File: src/rtl/python_frame_sequencer_pkg.sv
// Shared types and constants for the Python sensor frame sequencer.
// Holds FSM states, the default minimum blank and the config word width.
package python_frame_sequencer_pkg;

    localparam int CFG_W         = 16;
    localparam int MIN_BLANK_DEF = 4;

    typedef logic [CFG_W-1:0] cfg_t;

    typedef enum logic [2:0] {
        S_INIT,
        S_IDLE,
        S_VBLANK,
        S_WAIT_TRIG,
        S_LINE,
        S_HBLANK
    } state_e;

    typedef struct packed {
        cfg_t width;
        cfg_t lines;
        cfg_t hblank;
        cfg_t vblank;
    } geom_t;

    function automatic cfg_t clamp_blank(cfg_t v, cfg_t min_v);
        return (v < min_v) ? min_v : v;
    endfunction

endpackage

File: src/rtl/python_frame_sequencer_if.sv
// Config inputs and video timing outputs of the frame sequencer.
// master = sequencer side, slave = consumer/driver side.
interface python_frame_sequencer_if
    import python_frame_sequencer_pkg::*;
#(
    parameter int PIX_W = 32
);
    logic             i_stream_en;
    logic             i_trigger;
    cfg_t             iv_line_width;
    cfg_t             iv_frame_lines;
    cfg_t             iv_hblank;
    cfg_t             iv_vblank;
    logic             o_init_done;
    logic             o_fval;
    logic             o_lval;
    logic [PIX_W-1:0] ov_pix_data;
    cfg_t             ov_frame_cnt;

    modport master (
        input  i_stream_en, i_trigger,
        input  iv_line_width, iv_frame_lines, iv_hblank, iv_vblank,
        output o_init_done, o_fval, o_lval, ov_pix_data, ov_frame_cnt
    );

    modport slave (
        output i_stream_en, i_trigger,
        output iv_line_width, iv_frame_lines, iv_hblank, iv_vblank,
        input  o_init_done, o_fval, o_lval, ov_pix_data, ov_frame_cnt
    );
endinterface

File: src/rtl/python_pattern_gen.sv
// Registered test pattern: channel c of beat p on line l = l + p*CH + c.
// Inputs are next-cycle values so the output lines up with lval.
module python_pattern_gen
    import python_frame_sequencer_pkg::*;
#(
    parameter int DATA_WIDTH  = 8,
    parameter int CHANNEL_NUM = 4
) (
    input  logic                            clk,
    input  logic                            reset_n,
    input  logic                            i_lval,
    input  cfg_t                            iv_line,
    input  cfg_t                            iv_beat,
    output logic [DATA_WIDTH*CHANNEL_NUM-1:0] ov_pix_data
);
    logic [DATA_WIDTH*CHANNEL_NUM-1:0] pix_d, pix_q;

    always_comb begin
        pix_d = '0;
        if (i_lval) begin
            for (int c = 0; c < CHANNEL_NUM; c++) begin
                pix_d[c*DATA_WIDTH +: DATA_WIDTH] = DATA_WIDTH'(
                    iv_line + iv_beat * cfg_t'(CHANNEL_NUM) + cfg_t'(c));
            end
        end
    end

    always_ff @(posedge clk or negedge reset_n) begin
        if (!reset_n) pix_q <= '0;
        else          pix_q <= pix_d;
    end

    assign ov_pix_data = pix_q;

endmodule

File: src/rtl/python_frame_sequencer.sv
// Frame/line timing master with per-frame shadowed geometry.
// Optional PYTHON_TRIG_EN: each frame waits for an i_trigger pulse.
module python_frame_sequencer
    import python_frame_sequencer_pkg::*;
#(
    parameter int DATA_WIDTH  = 8,
    parameter int CHANNEL_NUM = 4,
    parameter int INIT_CYCLES = 1024,
    parameter int MIN_BLANK   = MIN_BLANK_DEF
) (
    input  logic                     clk,
    input  logic                     reset_n,
    python_frame_sequencer_if.master bus
);
    localparam cfg_t INIT_LAST = cfg_t'(INIT_CYCLES);
    localparam cfg_t MIN_B     = cfg_t'(MIN_BLANK);

    state_e state_q, state_d;
    cfg_t   cnt_q, cnt_d;
    cfg_t   beat_q, beat_d;
    cfg_t   line_q, line_d;
    cfg_t   fcnt_q, fcnt_d;
    geom_t  sh_q, sh_d;
    logic   done_q, done_d;
    logic   go_line;
    geom_t  cfg_in;
    cfg_t   vb_last, hb_last;
    logic   geom_ok;
    logic   trig_hit;

`ifdef PYTHON_TRIG_EN
    logic trig_q, trig_d;
    assign trig_hit = trig_q | bus.i_trigger;
`else
    assign trig_hit = 1'b1;
`endif

    assign cfg_in  = '{bus.iv_line_width, bus.iv_frame_lines,
                       bus.iv_hblank, bus.iv_vblank};
    assign vb_last = clamp_blank(sh_q.vblank, MIN_B) - 16'd1;
    assign hb_last = clamp_blank(sh_q.hblank, MIN_B) - 16'd1;
    assign geom_ok = (sh_q.width != '0) && (sh_q.lines != '0);

    always_comb begin
        state_d = state_q;
        cnt_d   = cnt_q;
        beat_d  = beat_q;
        line_d  = line_q;
        fcnt_d  = fcnt_q;
        sh_d    = sh_q;
        done_d  = done_q;
        go_line = 1'b0;
        unique case (state_q)
            S_INIT: begin
                if (cnt_q == INIT_LAST) begin
                    done_d  = 1'b1;
                    cnt_d   = '0;
                    state_d = S_IDLE;
                end else begin
                    cnt_d = cnt_q + 16'd1;
                end
            end
            S_IDLE: begin
                if (bus.i_stream_en) begin
                    state_d = S_VBLANK;
                    sh_d    = cfg_in;
                    cnt_d   = '0;
                end
            end
            S_VBLANK: begin
                if (cnt_q == vb_last) begin
                    cnt_d = '0;
                    // empty geometry: keep blanking and re-sample config
                    if (!geom_ok) begin
                        if (bus.i_stream_en) sh_d = cfg_in;
                        else                 state_d = S_IDLE;
                    end else if (trig_hit) begin
                        go_line = 1'b1;
                    end else begin
                        state_d = S_WAIT_TRIG;
                    end
                end else begin
                    cnt_d = cnt_q + 16'd1;
                end
            end
            S_WAIT_TRIG: begin
                if (trig_hit) go_line = 1'b1;
            end
            S_LINE: begin
                if (beat_q == sh_q.width - 16'd1) begin
                    beat_d = '0;
                    cnt_d  = '0;
                    if (line_q == sh_q.lines - 16'd1) begin
                        line_d = '0;
                        fcnt_d = fcnt_q + 16'd1;
                        if (bus.i_stream_en) begin
                            state_d = S_VBLANK;
                            sh_d    = cfg_in;
                        end else begin
                            state_d = S_IDLE;
                        end
                    end else begin
                        line_d  = line_q + 16'd1;
                        state_d = S_HBLANK;
                    end
                end else begin
                    beat_d = beat_q + 16'd1;
                end
            end
            S_HBLANK: begin
                if (cnt_q == hb_last) begin
                    cnt_d   = '0;
                    state_d = S_LINE;
                end else begin
                    cnt_d = cnt_q + 16'd1;
                end
            end
            default: state_d = S_INIT;
        endcase
        if (go_line) begin
            state_d = S_LINE;
            beat_d  = '0;
            line_d  = '0;
        end
    end

`ifdef PYTHON_TRIG_EN
    // one pending trigger, only collected while blanking before a frame
    always_comb begin
        trig_d = (state_q == S_VBLANK) && (trig_q || bus.i_trigger);
        if (go_line) trig_d = 1'b0;
    end

    always_ff @(posedge clk or negedge reset_n) begin
        if (!reset_n) trig_q <= 1'b0;
        else          trig_q <= trig_d;
    end
`endif

    always_ff @(posedge clk or negedge reset_n) begin
        if (!reset_n) begin
            state_q <= S_INIT;
            cnt_q   <= '0;
            beat_q  <= '0;
            line_q  <= '0;
            fcnt_q  <= '0;
            sh_q    <= '0;
            done_q  <= 1'b0;
        end else begin
            state_q <= state_d;
            cnt_q   <= cnt_d;
            beat_q  <= beat_d;
            line_q  <= line_d;
            fcnt_q  <= fcnt_d;
            sh_q    <= sh_d;
            done_q  <= done_d;
        end
    end

    python_pattern_gen #(
        .DATA_WIDTH  (DATA_WIDTH),
        .CHANNEL_NUM (CHANNEL_NUM)
    ) u_pattern (
        .clk         (clk),
        .reset_n     (reset_n),
        .i_lval      (state_d == S_LINE),
        .iv_line     (line_d),
        .iv_beat     (beat_d),
        .ov_pix_data (bus.ov_pix_data)
    );

    assign bus.o_init_done  = done_q;
    assign bus.o_fval       = (state_q == S_LINE) || (state_q == S_HBLANK);
    assign bus.o_lval       = (state_q == S_LINE);
    assign bus.ov_frame_cnt = fcnt_q;

endmodule

File: src/flat_wrapper.sv
// flat-port wrapper written by rule: the top's interface ports become plain ports
module python_frame_sequencer_flat import python_frame_sequencer_pkg::*;
#(
    parameter int DATA_WIDTH  = 8,
    parameter int CHANNEL_NUM = 4,
    parameter int INIT_CYCLES = 1024,
    parameter int MIN_BLANK   = MIN_BLANK_DEF
)
  (clk, reset_n, bus_i_stream_en, bus_i_trigger, bus_iv_line_width, bus_iv_frame_lines, bus_iv_hblank, bus_iv_vblank, bus_o_init_done, bus_o_fval, bus_o_lval, bus_ov_pix_data, bus_ov_frame_cnt);
  python_frame_sequencer_if #(.PIX_W((8)*(4))) bus_i ();
  input  logic clk;
  input  logic reset_n;
  input wire logic [$bits(bus_i.i_stream_en)-1:0] bus_i_stream_en;
  input wire logic [$bits(bus_i.i_trigger)-1:0] bus_i_trigger;
  input wire logic [$bits(bus_i.iv_line_width)-1:0] bus_iv_line_width;
  input wire logic [$bits(bus_i.iv_frame_lines)-1:0] bus_iv_frame_lines;
  input wire logic [$bits(bus_i.iv_hblank)-1:0] bus_iv_hblank;
  input wire logic [$bits(bus_i.iv_vblank)-1:0] bus_iv_vblank;
  output wire logic [$bits(bus_i.o_init_done)-1:0] bus_o_init_done;
  output wire logic [$bits(bus_i.o_fval)-1:0] bus_o_fval;
  output wire logic [$bits(bus_i.o_lval)-1:0] bus_o_lval;
  output wire logic [$bits(bus_i.ov_pix_data)-1:0] bus_ov_pix_data;
  output wire logic [$bits(bus_i.ov_frame_cnt)-1:0] bus_ov_frame_cnt;
  assign bus_i.i_stream_en = bus_i_stream_en;
  assign bus_i.i_trigger = bus_i_trigger;
  assign bus_i.iv_line_width = bus_iv_line_width;
  assign bus_i.iv_frame_lines = bus_iv_frame_lines;
  assign bus_i.iv_hblank = bus_iv_hblank;
  assign bus_i.iv_vblank = bus_iv_vblank;
  assign bus_o_init_done = bus_i.o_init_done;
  assign bus_o_fval = bus_i.o_fval;
  assign bus_o_lval = bus_i.o_lval;
  assign bus_ov_pix_data = bus_i.ov_pix_data;
  assign bus_ov_frame_cnt = bus_i.ov_frame_cnt;
  python_frame_sequencer #(.DATA_WIDTH(DATA_WIDTH), .CHANNEL_NUM(CHANNEL_NUM), .INIT_CYCLES(INIT_CYCLES), .MIN_BLANK(MIN_BLANK)) u_core (.clk(clk), .reset_n(reset_n), .bus(bus_i));
endmodule
File: config.mk
export PLATFORM = sky130hd
export DESIGN_NAME = python_frame_sequencer_flat
export DESIGN_NICKNAME = d
export VERILOG_FILES = /design/src/rtl/python_frame_sequencer_pkg.sv /design/src/rtl/python_frame_sequencer_if.sv /design/src/rtl/python_pattern_gen.sv /design/src/rtl/python_frame_sequencer.sv /design/src/flat_wrapper.sv
export SDC_FILE = /design/constraint.sdc
export NUM_CORES = 1
export LEC_CHECK = 0
export CAP_MARGIN = 40
export CELL_PAD_IN_SITES_DETAIL_PLACEMENT = 1
export CELL_PAD_IN_SITES_GLOBAL_PLACEMENT = 1
export CORE_MARGIN = 5
export CORE_UTILIZATION = 44
export CTS_CLUSTER_SIZE = 20
export DETAILED_ROUTE_END_ITERATION = 8
export PLACE_DENSITY_LB_ADDON = 0.25
export RECOVER_POWER = 50
export SLEW_MARGIN = 20
export SYNTH_ARGS = -nofsm -noshare
export SYNTH_HDL_FRONTEND = slang
export SYNTH_SLANG_ARGS = --single-unit
File: constraint.sdc
create_clock -name clk -period 6.1 [get_ports clk]
set_clock_uncertainty 0.05 [all_clocks]
set_input_delay 1.22 -clock clk [delete_from_list [all_inputs] [get_ports clk]]
set_output_delay 1.22 -clock clk [all_outputs]
set_load 0.1 [all_outputs]
# Word-level counts from Yosys, hierarchy flattened
# Cells that the tools add are included.
classes:
  mux: 36
  reduce_logical: 12
  n_lt_le_gt_ge: 2
  addsub: 12
  eq_ne: 16
ops:
  columns: ["operator", "count"]
  rows:
  - ["64-bit two-way mux", 5]
  - ["16-bit two-way mux", 14]
  - ["64-bit case mux with 3 select lines", 1]
  - ["16-bit case mux with 5 select lines", 1]
  - ["16-bit by 1-bit adder with 16-bit output (second input constant)", 4]
  - ["16-bit equality test", 4]
  - ["16-bit by 1-bit subtractor with 16-bit output (second input constant)", 4]
  - ["16-bit by 3-bit < comparator with 1-bit output (second input constant)", 2]
  - ["32-bit two-way mux", 1]
  - ["16-bit nonzero test", 2]
  - ["3-bit two-way mux", 9]
  - ["3-bit case mux with 6 select lines", 1]
  - ["8-bit by 2-bit adder with 8-bit output (second input constant)", 2]
  - ["16-bit by 11-bit equality test with 1-bit output (second input constant)", 1]
  - ["3-bit equality test (second input constant)", 3]
  - ["8-bit by 1-bit adder with 8-bit output (second input constant)", 1]
  - ["8-bit adder", 1]
  - ["3-bit by 2-bit equality test with 1-bit output (second input constant)", 2]
  - ["2-bit by 1-bit inequality test with 1-bit output (second input constant)", 3]
  - ["3-bit AND reduction", 2]
  - ["5-bit AND reduction", 1]
  - ["5-bit nonzero test", 1]
  - ["2-bit inequality test (second input constant)", 2]
  - ["3-bit by 1-bit equality test with 1-bit output (second input constant)", 1]
  - ["9 further kinds", 10]
word_totals:
  wordCells: 90
  inputBits: 68
  register_bits: 164
  output_inout_bits: 51

# Logic depth before layout (Yosys ltp)
# Gate-level depths: netlist of the first run.
depth:
  ltp_word: 10
  depth_mapped: 25
  depth_no_buf: 23

# Cells and area by module
# From an unflattened synthesis of the first run, not the netlist that was laid out.
unflattened:
  hier_cells: 1045
  hier_area_um2: 10234.8
by_module_without_submodules:
  columns: ["mod", "area_each_um2", "seq_area_each_um2", "n_inst", "cells_per_inst"]
  rows:
  - ["python_frame_sequencer", 8740.9, 3303.2, 1, 913]
  - ["python_pattern_gen", 1493.9, 750.7, 1, 132]

# Worst setup path before layout of the first run
# OpenSTA, ideal clock, no wires.
synth_path:
  path_type: "reg2reg"
  from: "reg u_core.state_q[1]"
  to: "reg u_core.u_pattern.pix_q[31], in the netlist u_core.u_pattern.ov_pix_data[31]"
  n_path_buf: 2
  t_arrival_ns: 5.891
  synth_period_minus_slack_ns: 6.068
  slack_ns: 0.032
  stages_incl_launch_ff: 21
  required_time_ns: 5.923
  setup_ns: 0.127
  cell_sequence: "dfrtp_1 nor2b_1 nand2b_1 inv_1 clkbuf_1 nand2_1 clkbuf_1 nor2_1 a21oi_1 nor2_1 ha_1 fa_1 a21oi_1 nor2_1 nor2_1 xnor2_1 inv_1 or3_1 o31ai_1 or2_2 mux2i_1"
synth_between:
  word_cells_on_any_way: 24
  cone_classes: "add/sub: 2; eq/ne: 6; mux: 15; reduce/logical: 1"
synth_rtl:
  columns: ["item", "line_no", "text"]
  rows:
  - ["from (decl)", "python_frame_sequencer.sv:18", "state_e state_q, state_d;"]
  - ["from (signal assigned)", "python_frame_sequencer.sv:150", "state_q <= state_d;"]
  - ["3-bit equality test", null, null]
  - ["via bus_o_lval", "flat_wrapper.sv:21", "output wire logic [$bits(bus_i.o_lval)-1:0] bus_o_lval;"]
  - ["16-bit two-way mux", "python_frame_sequencer.sv:53", "unique case (state_q)"]
  - ["16-bit two-way mux", "python_frame_sequencer.sv:120", "if (go_line) begin"]
  - ["via u_core.beat_d[0]", "python_frame_sequencer.sv:20", "cfg_t beat_q, beat_d;"]
  - ["8-bit adder", "python_pattern_gen.sv:23", "iv_line + iv_beat * cfg_t'(CHANNEL_NUM) + cfg_t'(c));"]
  - ["8-bit by 2-bit adder with 8-bit output", "python_pattern_gen.sv:23", null]
  - ["32-bit two-way mux", "python_pattern_gen.sv:20", "if (i_lval) begin"]
  - ["via u_core.u_pattern.pix_d[31]", "python_pattern_gen.sv:16", "logic [DATA_WIDTH*CHANNEL_NUM-1:0] pix_d, pix_q;"]
  - ["to (signal assigned)", "python_pattern_gen.sv:30", "else pix_q <= pix_d;"]
  - ["to (decl)", "python_pattern_gen.sv:16", null]
# The timed path passes the listed nets, and every way through them passes these cells. The select of a mux whose other input is x is not followed.
# A chain may end at the register's enable or synchronous reset.

# Final worst setup path of the first run
layout_path:
  from: "reg u_core.sh_q[32] (netlist name)"
  to: "reg u_core.u_pattern.pix_q[31], in the netlist u_core.u_pattern.ov_pix_data[31]"
layout_between:
  elab_chain_len: 9
  word_cells_on_any_way: 22
  cone_classes: "add/sub: 3; eq/ne: 2; mux: 15; reduce/logical: 2"
layout_rtl:
  columns: ["item", "line_no", "text"]
  rows:
  - ["from (decl)", "python_frame_sequencer.sv:23", "geom_t sh_q, sh_d;"]
  - ["from (signal assigned)", "python_frame_sequencer.sv:147", "sh_q <= '0;"]
  - ["from (signal assigned)", "python_frame_sequencer.sv:155", "sh_q <= sh_d;"]
  - ["16-bit by 1-bit subtractor with 16-bit output or 16-bit nonzero test (tied branches)", "python_frame_sequencer.sv:93, python_frame_sequencer.sv:42", null]
  - ["16-bit equality test or 1-bit logical AND (tied branches)", "python_frame_sequencer.sv:93, python_frame_sequencer.sv:42", null]
  - ["16-bit two-way mux or 1-bit two-way mux (tied branches)", "python_frame_sequencer.sv:93, python_frame_sequencer.sv:74", null]
  - ["16-bit two-way mux or 1-bit two-way mux (tied branches)", "python_frame_sequencer.sv:90, python_frame_sequencer.sv:71", null]
  - ["16-bit two-way mux or 1-bit case mux with 2 select lines (tied branches)", "python_frame_sequencer.sv:53", null]
  - ["16-bit two-way mux (*)", "python_frame_sequencer.sv:120", null]
  - ["via u_core.line_d[2]", "python_frame_sequencer.sv:21", "cfg_t line_q, line_d;"]
  - ["8-bit adder (*)", "python_pattern_gen.sv:23", null]
  - ["8-bit by 2-bit adder with 8-bit output (*)", "python_pattern_gen.sv:23", null]
  - ["32-bit two-way mux (*)", "python_pattern_gen.sv:20", null]
  - ["via u_core.u_pattern.pix_d[31]", "python_pattern_gen.sv:16", null]
# Mark *: on every way through the listed nets, which the timed path passes. The rest lies on a longest branch.

==> results.sh, run 1 <==
export IMPL_status="finished, violations left"
export IMPL_failed_checks="max-capacitance violations, max-slew violations"
export IMPL_hold_viol=0
export IMPL_clkTransAtPathRegs_ns=0.07
export IMPL_hpwl_mm=23.9
export IMPL_slew_headroom=-1.82
export IMPL_die_area_sq_um=26400
export IMPL_critPathKind="reg -> reg"
export IMPL_ys_flop_type="dfrtp_1"
export IMPL_htree_levels=4
export IMPL_wirelength_mm=32.5
export IMPL_leakage_nw=5.44
export IMPL_synth_area_sq_um=10200
export IMPL_tns_ns=0
export IMPL_final_nets=1328
export IMPL_fmax_ghz=0.175
export IMPL_start_kind="flip-flop"
export IMPL_syn_avg_cell_area_sq_um=9.42
export IMPL_die_w_microns=162
export IMPL_min_to="u_core.bus.ov_frame_cnt[15]"
export IMPL_setup_viol=0
export IMPL_syn_inst=1085
export IMPL_worstSetupEndpointType="flip-flop"
export IMPL_vias=9165
export IMPL_powerDensity_nw_per_um2=261
export IMPL_area_delta_synth_final_pct=26.7
export IMPL_routedWlPerCell_microns=20.8
export IMPL_final_core_util=0.568
export IMPL_holdWs_ns=0.447
export IMPL_startpoint="u_core.sh_q[32]"
export IMPL_hold_depth=1
export IMPL_r2r_start="u_core.sh_q[32]"
export IMPL_drive_gt1_frac=0.149
export IMPL_yosysUniqueCellTypes=81
export IMPL_vdd_ir_drop_max_mv=0.136
export IMPL_ys_seq_elements=162
export IMPL_grt_antenna_before_repair=0
export IMPL_antennaDiodeCount=0
export IMPL_synth_edff_count=0
export IMPL_route_antenna_remaining_nets=0
export IMPL_yosys_warnings=0
export IMPL_critPathSlowestCell="or4_1"
export IMPL_ios=119
export IMPL_reg2reg_depth=20
export IMPL_grt_pass1_vias=9752
export IMPL_ff2ff_setup_slack_ns=0.39
export IMPL_grt_first_pass_wirelength_mm=53.1
export IMPL_fin_crit_sh=0.936
export IMPL_min_period_ns=5.71
export IMPL_final_cell_mix="dfrtp_1, clkdlybuf4s50_1, nor2_1"
export IMPL_slowest_delay_ns=0.59
export IMPL_syn_num_nets=1174
export IMPL_r2r_end="u_core.u_pattern.ov_pix_data[31]"
export IMPL_path_max_fanout=8
export IMPL_clockBufferDepth=2
export IMPL_cts_buffers=17
export IMPL_gp_congestion=0.847
export IMPL_dr_pass1_iters=5
export IMPL_min_from="u_core.bus.ov_frame_cnt[15]"
export IMPL_die_h_microns=162
export IMPL_async_reset_ff_frac=1.00
export IMPL_rsz0062_at_grt="false"
export IMPL_required_ns=6.35
export IMPL_worst_pin_slew_ns=4.22
export IMPL_portBuffers=117
export IMPL_via_per_inst=5.86
export IMPL_grt_max_degree=78
export IMPL_slew_viol_final=78
export IMPL_crit_chain="inv_1, ha_1, nor3b_1, a32oi_1, or4_1, or4_1, nand4b_1, nand4b_1, a21oi_1, ha_1, fa_1, a21oi_1, nor2_1, nor2_1, xnor2_1, inv_1, or3_1, o31ai_1, or2_2, mux2i_1"
export IMPL_mostFrequentLayoutCell="dfrtp_1"
export IMPL_initial_core_util=0.449
export IMPL_finalPower_mw=3.38
export IMPL_cts_root_buf="clkbuf_16"
export IMPL_grtUsageTotal=0.249
export IMPL_cts_tree="yes"
export IMPL_clock_sinks=162
export IMPL_grt_overflow_total=0
export IMPL_maxCapViolCount=1
export IMPL_dr_first_iter_drc_count=504
export IMPL_hp_class="reg -> reg"
export IMPL_insertion_delay_ns=0.43
export IMPL_critPathArrivalTime_ns=5.96
export IMPL_yosysSeqAreaShare=0.397
export IMPL_num_rows=55
export IMPL_drc_errors=0
export IMPL_cts_setup_buffers=0
export IMPL_core_sq_um=22800
worst max-delay path, delay by kind of cell (launching register included):
kind,cells,cell delay (ns)
compound gates,4,0.60
xor+xnor,1,0.17
fa+ha+maj,3,0.99
buf+inv,2,0.28
flops,1,0.45
mux,1,0.07
simple gates,9,2.97
report_power, final:
group          switching (mW)  internal [mW]
Sequential              0.175           1.16
Combinational           0.572          0.432
Clock                   0.501          0.535
Total                    1.25           2.13
worst max path at each step:
stage / end / slack [ns] / depth (start not counted)
global route: u_core.u_pattern.ov_pix_data[31] / 0.02 / 23
floorplan: u_core.u_pattern.ov_pix_data[31] / 0.03 / 20
finish: u_core.u_pattern.ov_pix_data[31] / 0.39 / 20
detailed placement: u_core.u_pattern.ov_pix_data[15] / 0.48 / 20
CTS: u_core.u_pattern.ov_pix_data[15] / 0.39 / 20
global placement: u_core.u_pattern.ov_pix_data[31] / 0.63 / 20
final cells by class:
cell class,instances,area (sq um)
repair buffers,193,2010
inverters,27,101
well taps,313,392
fillers,2536,9830
flip-flops and latches,162,4050
clock inverters,14,120
multi-input cells,838,5840
clock buffers,18,429
synthesized netlist by cell type, types with 11 or more instances:
| cell type | count | share of area |
|---|---|---|
| dfrtp_1 | 162 | 0.40 |
| nor2_1 | 99 | 0.036 |
| mux2_2 | 73 | 0.080 |
| nand2_1 | 67 | 0.025 |
| xnor2_1 | 67 | 0.057 |
| o21ai_0 | 66 | 0.032 |
| clkbuf_1 | 45 | 0.017 |
| and3_1 | 36 | 0.022 |
| nor3_1 | 36 | 0.018 |
| xor2_1 | 36 | 0.031 |
| a21oi_1 | 35 | 0.017 |
| nand3_1 | 34 | 0.017 |
| inv_1 | 26 | 0.0095 |
| nor4_1 | 23 | 0.014 |
| nand4_1 | 21 | 0.013 |
| ha_1 | 20 | 0.024 |
| nor2b_1 | 19 | 0.012 |
| a22o_1 | 15 | 0.013 |
| or4_1 | 14 | 0.010 |
| or3_1 | 11 | 0.0067 |
sequential cells by signal, indices dropped and copies added, names as in the netlist:
| signal | count |
|---|---|
| u_core.sh_q | 64 |
| u_core.u_pattern.ov_pix_data | 30 |
| u_core.beat_q | 16 |
| u_core.bus.ov_frame_cnt | 16 |
| u_core.cnt_q | 16 |
| u_core.line_q | 16 |
| u_core.state_q | 3 |
| u_core.bus.o_init_done | 1 |
per-stage QoR:
step                std cells  setup slack (ns)  area (sq um)
floorplan                1085            0.0321         10200
global placement         1481             0.631         11700
detailed placement       1533             0.477         12600
CTS                      1565             0.387         13200
global route             1565            0.0165         12900
finish                   1565             0.391         12900
kinds of logic after synthesis:
family,share of synthesized area
simple gates,0.232
xor+xnor,0.0910
compound gates,0.131
fa+ha+maj,0.0264
buf+inv,0.0343
flops,0.397
mux,0.0883
metal layers:
| layer | vias up | GRT usage | share of wire |
|---|---|---|---|
| met5 | - | 0 | 0 |
| met2 | 199 | 0.424 | 0.50 |
| met4 | 0 | 0.0704 | 0.018 |
| met3 | 40 | 0.0372 | 0.038 |
| li1 | 4263 | - | - |
| met1 | 4663 | 0.332 | 0.45 |
repair_timing:
action,in CTS,in global routing
hold buffers,0,0
gates resized for setup,0,4
setup endpoints to repair,0,5
hold endpoints to repair,0,0
(Power assumes the default switching activity.)
==> run 2, diff against run 1 <==
REMOVE_ABC_BUFFERS = 1   (was not set)
==> run 2 against run 1 <==
The flow still finishes with violations (max-capacitance violations, max-slew violations). Non-clock buffer count up 4. Register-to-register slack worse by 0.04 ns. Highest routed layer unchanged. Die area is the same. Total power increased by 2.5%. Core utilization is essentially flat. Cell count increased by 0.26%. Critical path depth is 2 higher. Critical path type unchanged. Worst setup slack got worse by 0.044 ns.
==> results.sh, run 2 (synthesis gave the netlist of run 1 again) <==
export IMPL_min_period_ns=5.75
export IMPL_r2r_start="u_core.sh_q[8]"
export IMPL_num_rows=55
export IMPL_largest_register_ffs=64
export IMPL_fin_crit_sh=0.943
export IMPL_power_frac_comb=0.290
export IMPL_slowest_delay_ns=0.55
export IMPL_cts_setup_buffers=0
export IMPL_grt_antenna_before_repair=0
export IMPL_power_frac_clock=0.324
export IMPL_setup_viol=0
export IMPL_failed_checks="max-capacitance violations, max-slew violations"
export IMPL_drive_gt1_frac=0.149
export IMPL_critPathKind="reg -> reg"
export IMPL_powerDensity_nw_per_um2=267
export IMPL_clkTransAtPathRegs_ns=0.07
export IMPL_grt_overflow_total=0
export IMPL_routedWlPerCell_microns=20.0
export IMPL_clockBufferDepth=2
export IMPL_holdWs_ns=0.436
export IMPL_htree_levels=4
export IMPL_r2r_end="u_core.u_pattern.ov_pix_data[15]"
export IMPL_grtUsageTotal=0.241
export IMPL_grt_pass1_vias=9823
export IMPL_start_kind="flip-flop"
export IMPL_switchingPower_mw=1.27
export IMPL_regArea_sq_um=4050
export IMPL_hpwl_mm=23.6
export IMPL_power_share_sequential=0.386
export IMPL_multi_input_area_sq_um=5820
export IMPL_ios=119
export IMPL_portBuffers=117
export IMPL_final_cell_mix="dfrtp_1, clkdlybuf4s50_1, nor2_1"
export IMPL_min_from="u_core.bus.o_init_done"
export IMPL_ff2ff_setup_slack_ns=0.35
export IMPL_path_max_fanout=8
export IMPL_wirelength_mm=31.5
export IMPL_timing_critical_path_buf_inv=2
export IMPL_drc_errors=0
export IMPL_nFillCells=2539
export IMPL_route_antenna_remaining_nets=0
export IMPL_hold_viol=0
export IMPL_worst_pin_slew_ns=4.16
export IMPL_mostFrequentLayoutCell="dfrtp_1"
export IMPL_crit_chain="nor4_1, buf_4, nand4_1, nand2_1, ha_1, nor3b_1, a21o_1, o2111ai_1, a2111oi_2, a31oi_1, nor2_2, nor2_1, ha_1, fa_1, a21oi_1, nor2_1, nor2_1, xnor2_1, inv_1, or3_1, nor4_1, mux2_2"
export IMPL_die_h_microns=162
export IMPL_dr_pass1_iters=5
export IMPL_initial_core_util=0.449
export IMPL_slew_viol_final=77
export IMPL_clock_sinks=162
export IMPL_finalPower_mw=3.46
export IMPL_insertion_delay_ns=0.44
export IMPL_slew_headroom=-1.77
export IMPL_reg2reg_depth=22
export IMPL_critPathArrivalTime_ns=6.08
export IMPL_gp_congestion=0.842
export IMPL_min_to="u_core.bus.o_init_done"
export IMPL_core_sq_um=22800
export IMPL_grt_first_pass_wirelength_mm=51.5
export IMPL_hold_depth=2
export IMPL_vdd_ir_drop_max_mv=0.142
export IMPL_die_w_microns=162
export IMPL_final_nets=1332
export IMPL_p_int_mw=2.19
export IMPL_area_delta_synth_final_pct=26.6
export IMPL_leakage_nw=5.45
export IMPL_rsz0062_at_grt="false"
export IMPL_crit_path_frequent_cell="nor2_1"
export IMPL_cts_buffers=17
export IMPL_top_register="u_core.sh_q"
export IMPL_vias=9142
export IMPL_fmax_ghz=0.174
export IMPL_required_ns=6.43
export IMPL_die_area_sq_um=26400
export IMPL_swShare=0.367
export IMPL_grt_max_degree=77
export IMPL_status="finished, violations left"
export IMPL_cts_root_buf="clkbuf_16"
export IMPL_antennaDiodeCount=0
export IMPL_final_core_util=0.568
export IMPL_cts_tree="yes"
export IMPL_worstSetupEndpointType="flip-flop"
export IMPL_via_per_inst=5.83
export IMPL_critPathSlowestCell="a2111oi_2"
export IMPL_hp_class="reg -> reg"
export IMPL_dr_first_iter_drc_count=533
export IMPL_crit_family="simple AND/OR/NAND/NOR gates"
export IMPL_maxCapViolCount=1
## run 2: per-layer routing
metal  GRT usage  vias up  share of wire
li1            -     4245              -
met1       0.297     4638           0.42
met2       0.438      212           0.53
met3      0.0372       47          0.037
met4      0.0654        0          0.016
met5           0        -              0
## run 2: layout make-up
cell class	instances	area share
Sequential cell	162	0.313
Clock inverter	15	0.0148
Multi-Input combinational cell	838	0.450
Inverter	27	0.00783
Clock buffer	17	0.0329
Timing Repair Buffer	197	0.151
Tap cell	313	0.0303
## run 2: power by group through the flow
| stage | clock, mW | sequential (mW) | combinational [mW] |
|---|---|---|---|
| 5_1_grt | 1.19 | 1.35 | 1.09 |
| 3_3_place_gp | 0 | 1.34 | 0.907 |
| 4_1_cts | 1.14 | 1.33 | 1.03 |
| 6_report | 1.12 | 1.33 | 1.00 |
| 2_1_floorplan | 0 | 1.39 | 0.568 |
| 3_5_place_dp | 0 | 1.35 | 1.02 |
## run 2: worst max-delay path by stage
stage	depth (start not counted)	slack, ns	endpoint	from
floorplan	18	-0.11	u_core.u_pattern.ov_pix_data[31]	u_core.state_q[1]
global placement	23	0.53	u_core.u_pattern.ov_pix_data[31]	u_core.sh_q[8]
detailed placement	22	0.27	u_core.u_pattern.ov_pix_data[15]	u_core.sh_q[8]
CTS	22	0.25	u_core.u_pattern.ov_pix_data[15]	u_core.sh_q[8]
global route	22	0.01	u_core.u_pattern.ov_pix_data[15]	u_core.sh_q[8]
finish	22	0.35	u_core.u_pattern.ov_pix_data[15]	u_core.sh_q[8]
## run 2: stage by stage
| stage | setup TNS, ns | area, sq um | setup slack [ns] | cells |
|---|---|---|---|---|
| 4_1_cts | 0 | 13200 | 0.246 | 1567 |
| 3_5_place_dp | 0 | 12600 | 0.270 | 1535 |
| 6_report | 0 | 12900 | 0.347 | 1569 |
| 3_3_place_gp | 0 | 11700 | 0.531 | 1483 |
| 2_1_floorplan | -0.189 | 9970 | -0.109 | 1027 |
| 5_1_grt | 0 | 12900 | 0.0109 | 1569 |
## run 2: worst reg2reg max path, delay by kind of cell (launching register included)
family	cells	cell delay, ns
AOI/OAI and AO/OA	5	1.25
DFF	1	0.48
buffers and inverters	2	0.33
xor gates and xnor gates	1	0.16
muxes	1	0.23
and+or+nand+nor	10	2.31
adders and majority gates	3	0.90
## run 2: timing repair
item                       in CTS  in global routing
hold buffers                    0                  0
setup endpoints to repair       0                  4
resized for setup               0                  2
==> run 3, diff against run 2 <==
TNS_END_PERCENT = 30   (was not set)
==> results of run 3 <==
No change in the layout: final DEF, timing and power equal those of run 2.
